[src/rtl/count_monitor.sv]
// Receive-side checker for a free-running up-counter bus: locks onto the sequence,
// flags out-of-sequence samples and stalls, and keeps a saturating error tally.
module count_monitor #(
  parameter int WIDTH       = 4,
  parameter int MAX_VAL     = 15,
  parameter int STALL_LIMIT = 8,
  parameter int ERR_W       = 8
) (
  input  logic               clk,
  input  logic               rst_n,
  input  logic               en,
  input  logic [0:WIDTH-1]   count_in,
  input  logic               clr_err,
  output logic               locked,
  output logic               err_pulse,
  output logic               stall,
  output logic [ERR_W-1:0]   err_count,
  output logic [0:WIDTH-1]   last_good
);

  localparam int               HOLD_W   = $clog2(STALL_LIMIT) + 1;
  localparam logic [WIDTH-1:0] MAX_V    = WIDTH'(MAX_VAL);
  localparam logic [HOLD_W-1:0] HOLD_TOP = HOLD_W'(STALL_LIMIT - 1);
  localparam logic [ERR_W-1:0] ERR_MAX  = {ERR_W{1'b1}};

  typedef enum logic [1:0] {
    S_IDLE  = 2'd0,
    S_SYNC  = 2'd1,
    S_TRACK = 2'd2,
    S_LOST  = 2'd3
  } state_t;

  state_t            r_state;
  logic [WIDTH-1:0]  r_prev;
  logic [HOLD_W-1:0] r_hold;
  logic              r_miss;

  logic [WIDTH-1:0]  w_sample;
  logic [WIDTH-1:0]  w_exp;
  logic              w_in_range;
  logic              w_match;
  logic              w_repeat;
  logic              w_err;
  logic [HOLD_W-1:0] w_hold_inc;
  logic [ERR_W-1:0]  w_err_next;

  // Leftmost bit is the MSB on both sides, so a plain copy keeps the numeric value.
  assign w_sample = count_in;

  if (MAX_VAL >= (2 ** WIDTH) - 1) begin : g_full_range
    assign w_in_range = 1'b1;
  end else begin : g_part_range
    assign w_in_range = (w_sample <= MAX_V);
  end

  // Expected successor, sample classification and next error tally.
  always_comb begin
    w_exp      = {WIDTH{1'b0}};
    w_err      = 1'b0;
    w_err_next = err_count;
    if (r_prev == MAX_V) begin
      w_exp = {WIDTH{1'b0}};
    end else begin
      w_exp = r_prev + {{(WIDTH-1){1'b0}}, 1'b1};
    end
    w_match    = (w_sample == w_exp);
    w_repeat   = (w_sample == r_prev);
    w_hold_inc = (r_hold == HOLD_TOP) ? r_hold : r_hold + {{(HOLD_W-1){1'b0}}, 1'b1};
    case (r_state)
      S_SYNC:  w_err = en & ~w_in_range;
      S_TRACK: w_err = en & ~w_match & ~w_repeat;
      default: w_err = 1'b0;
    endcase
    // A clear coinciding with an error leaves exactly that one error counted.
    if (clr_err) begin
      w_err_next = w_err ? {{(ERR_W-1){1'b0}}, 1'b1} : {ERR_W{1'b0}};
    end else if (w_err && (err_count != ERR_MAX)) begin
      w_err_next = err_count + {{(ERR_W-1){1'b0}}, 1'b1};
    end else begin
      w_err_next = err_count;
    end
  end

  // Monitor FSM with registered flags; the error tally and last_good survive en=0.
  always_ff @(posedge clk) begin
    if (!rst_n) begin
      r_state   <= S_IDLE;
      r_prev    <= {WIDTH{1'b0}};
      r_hold    <= {HOLD_W{1'b0}};
      r_miss    <= 1'b0;
      locked    <= 1'b0;
      err_pulse <= 1'b0;
      stall     <= 1'b0;
      err_count <= {ERR_W{1'b0}};
      last_good <= {WIDTH{1'b0}};
    end else begin
      err_pulse <= w_err;
      err_count <= w_err_next;
      if (!en) begin
        r_state <= S_IDLE;
        r_hold  <= {HOLD_W{1'b0}};
        r_miss  <= 1'b0;
        locked  <= 1'b0;
        stall   <= 1'b0;
      end else begin
        case (r_state)
          S_IDLE: begin
            r_state <= S_SYNC;
            locked  <= 1'b0;
            stall   <= 1'b0;
          end
          S_SYNC: begin
            stall <= 1'b0;
            if (w_in_range) begin
              r_prev    <= w_sample;
              last_good <= count_in;
              r_hold    <= {HOLD_W{1'b0}};
              r_miss    <= 1'b0;
              r_state   <= S_TRACK;
              locked    <= 1'b1;
            end else begin
              r_state <= S_SYNC;
              locked  <= 1'b0;
            end
          end
          S_TRACK: begin
            if (w_match) begin
              r_prev    <= w_sample;
              last_good <= count_in;
              r_hold    <= {HOLD_W{1'b0}};
              r_miss    <= 1'b0;
              stall     <= 1'b0;
            end else if (w_repeat) begin
              r_hold <= w_hold_inc;
              r_miss <= 1'b0;
              stall  <= (w_hold_inc == HOLD_TOP);
            end else begin
              // Re-anchor on the glitch value so a single bad sample costs one error.
              if (w_in_range) begin
                r_prev <= w_sample;
              end else begin
                r_prev <= r_prev;
              end
              r_hold <= {HOLD_W{1'b0}};
              stall  <= 1'b0;
              if (r_miss) begin
                r_state <= S_LOST;
                r_miss  <= 1'b0;
                locked  <= 1'b0;
              end else begin
                r_miss <= 1'b1;
              end
            end
          end
          S_LOST: begin
            r_state <= S_SYNC;
            r_hold  <= {HOLD_W{1'b0}};
            locked  <= 1'b0;
            stall   <= 1'b0;
          end
          default: begin
            r_state <= S_IDLE;
            locked  <= 1'b0;
            stall   <= 1'b0;
          end
        endcase
      end
    end
  end

endmodule

[config.mk]
export PLATFORM = sky130hd
export DESIGN_NAME = count_monitor
export DESIGN_NICKNAME = d
export VERILOG_FILES = /design/src/rtl/count_monitor.sv
export SDC_FILE = /design/constraint.sdc
export NUM_CORES = 1
export LEC_CHECK = 0
export ABC_AREA = 1
export CORE_ASPECT_RATIO = 0.6
export CORE_UTILIZATION = 35
export CTS_BUF_LIST = sky130_fd_sc_hd__clkbuf_4 sky130_fd_sc_hd__clkbuf_8
export DETAILED_ROUTE_END_ITERATION = 8
export SLEW_MARGIN = 25
export SYNTH_ARGS = -nofsm -noshare
export SYNTH_HDL_FRONTEND = slang
export SYNTH_SLANG_ARGS = --single-unit
[constraint.sdc]
create_clock -name clk -period 1.4 [get_ports clk]
set_input_delay 0.14 -clock clk [delete_from_list [all_inputs] [get_ports clk]]
set_output_delay 0.14 -clock clk [all_outputs]
set_load 0.02 [all_outputs]
==> qor.csv <==
metric,value,unit
clock power share,0.346,
Cells after Synth,216,
I/O Pins,23,
compound-cell area share of the yosys netlist,0.110,
Die Y,52.8,µm
worst path bufs/invs,4,
mux cell area share after synthesis,0,
"Design Area, Final",2520,µm²
crit-path leading delay family,simple AND/OR/NAND/NOR gates,
min cycle time layout,1580,ps
# DRC,0,
Final Slew Violations,0,
die width,86.7,µm
crit path launch type,flip-flop,
sequential power share,0.421,
Sw Ratio,0.274,
Switch Pwr,0.000504,W
vias per cell,4.92,
period utilisation layout,1.13,
WL/cell,13.7,µm
adder-cell share of the synthesized area,0.0581,
Leak Pwr,1.15,nW
Finished Core Util,0.613,
multi-input logic area,1160,µm²
"Largest stage delay, worst path",370,ps
Antenna diodes,0,
final setup violation count,24,
Post-DP Area,2110,µm²
DR pass1 iterations,4,
grt ovf,0,
"Seq/Total Area, Yosys",0.345,
RSZ-0062 raised after global routing,true,
VDD IR-drop max,0.332,mV
core area,4120,µm²
Root Driver,clkbuf_8,
htree depth,1,
Crit path top cell by count,nand2_4,
Worst-path clk slew,100,ps
worst setup margin,-182,ps
CTS Buffer Depth,2,
synth unique cells,26,
IO buf count,22,
post-synthesis register bit count,26,
failing checks,negative setup slack,
Comb pwr share,0.234,
Worst Setup End Kind,flip-flop,
final hold violation count,0,
Syn Area/Cell,6.98,µm²
die area,4580,µm²
Worst EP arrival,1750,ps
Starting Density,0.366,
global-route wire length before repair,7.18,mm
max cap viols,0,
largest net degree at the start of global routing,16,
net count after synthesis,231,
TNS Setup,-3020,ps
relative slew slack,0.765,
# clock sinks,26,
vias in the first global route,1571,
CP required,1570,ps
Area growth syn-to-layout,67.5,%
initial antenna violation count,0,
initial detailed-routing violation count,47,
XOR/XNOR Fraction of Synth Area,0.0465,
status,"finished, violations left",
Clock Skew,7.62,ps
Hold Buf Count CTS,0,
CTS tree,yes,
"Slowest-stage cell, CP",dfxtp_4,
worst-path maximum fanout,8,
Hold Path Class,in2reg,
Clock Latency Late Sink,280,ps
crit-path cells,"buf_4, inv_2, nand2_1, nand2_2, nor2_4, buf_6, nand2_4, inv_4, nand2_4, nand3b_4, o21ai_2, a21oi_2",
Register Area,546,µm²
GRT Util Overall,0.207,
simple-gate share of the synthesized area,0.365,
RePlAce Congestion,0.847,
Site Rows,18,
nets,299,
Pwr Density,729,nW/µm²
main combinational cell family by area after synthesis,simple AND/OR/NAND/NOR gates,
"wirelength, routed",4.69,mm
critical path class,reg2reg,
worst-margin pin slew,351,ps
Fill cells,361,
synthesized area,1510,µm²
Final HPWL DP,3.10,mm
layout cells sized above 1,0.417,
PnR Total Power,0.00184,W
CTS Buf Count,3,
antenna-violating nets left,0,
via count,1687,
fmax,632,MHz
Int Power,0.00134,W
Yosys Warn Count,0,
[metal layers]
metal / up-vias / track usage / routed length, µm
met3: 4 / 0.0488 / 160
met4: 0 / 0.0306 / 24
met2: 30 / 0.327 / 2160
met5: - / 0 / 0
li1: 849 / - / -
met1: 804 / 0.292 / 2340
[cell families after synthesis]
family,after synthesis
compound gates,31
flops,26
buf+inv,28
simple gates,116
fa+ha+maj,7
xor+xnor,8
[final timing paths]
path / end / slack, ps / startpoint / cells past startpoint
setup / recovery: r_prev[3] / -180 / r_prev[1] / 12
hold / removal: last_good[1] / 370 / count_in[1] / 4
setup reg to reg: r_prev[3] / -180 / r_prev[1] / 12
hold reg to reg: last_good[0] / 460 / last_good[0] / 2
[flip-flops by register name, indices dropped and copies added, names as in the netlist]
name	flops
err_count	8
err_pulse	1
last_good	4
locked	1
r_hold	4
r_miss	1
r_prev	4
r_state	2
stall	1
[power by group through the flow]
stage               clock network, W  registers, W  logic [W]
global placement                   0      0.000792   0.000315
floorplan                          0      0.000799   0.000152
detailed placement                 0      0.000792   0.000315
global route                0.000680      0.000778   0.000463
CTS                         0.000657      0.000775   0.000355
finish                      0.000636      0.000775   0.000430
[final cells by class]
class	instances	area share
Clock inverter	1	0.0119
Multi-Input combinational cell	163	0.459
Clock buffer	3	0.0164
Tap cell	60	0.0297
Sequential cell	26	0.216
Timing Repair Buffer	64	0.225
Inverter	26	0.0416
[stage by stage]
step                hold WS, ps  setup slack [ps]  instances
floorplan                   263             -51.2        216
global placement            447              -356        332
detailed placement          449              -369        332
CTS                         465              -164        338
global route                390              -306        343
finish                      372              -182        343
[cell usage in the layout, fill, tap and decap left out, types with 2 or more instances in the layout]
cell type,instances
a21oi_1,10
a21oi_2,10
buf_12,2
buf_4,37
buf_6,3
clkbuf_8,3
clkdlybuf4s50_1,11
dfxtp_1,16
dfxtp_2,5
dfxtp_4,5
dlygate4sd2_1,8
dlymetal6s2s_1,3
ha_1,4
ha_4,3
inv_1,20
inv_2,2
inv_4,3
nand2_1,36
nand2_2,11
nand2_4,6
nand3_1,19
nand3_2,6
nand4_1,4
nand4_4,2
nor2_1,18
nor2_4,4
nor3_1,4
nor3_2,2
o21ai_1,4
o21ai_2,6
xnor2_1,2
xnor2_2,2
xor2_1,4
[cells in the mapped netlist, drive strengths merged]
cell	n	area, µm²
nor3	7	40.0
a2bb2oi	1	8.76
clkinv	1	3.75
nor3b	1	7.51
o21ai	10	50.1
nor2	22	85.1
nand4	5	46.3
nand2	53	214
dfxtp	26	521
xor2	4	35.0
nand3b	1	20.0
ha	7	87.6
xnor2	4	35.0
clkbuf	1	3.75
inv	25	93.8
buf	1	11.3
nand3	25	125
nor4	2	12.5
a21oi	20	108
[repair_timing]
action	in CTS	in global routing
setup buffers	1	5
endpoints found under the setup margin	34	28
pin swaps	17	16
gates cloned	1	0
resized for setup	38	53
[worst reg2reg max path, delay by kind of cell, from the launching register on]
| family | cells | cell delay (ps) |
|---|---|---|
| simple gates | 6 | 480 |
| buf+inv | 4 | 340 |
| compound gates | 2 | 280 |
| flops | 1 | 370 |
Power figures use the tool's default switching activity.
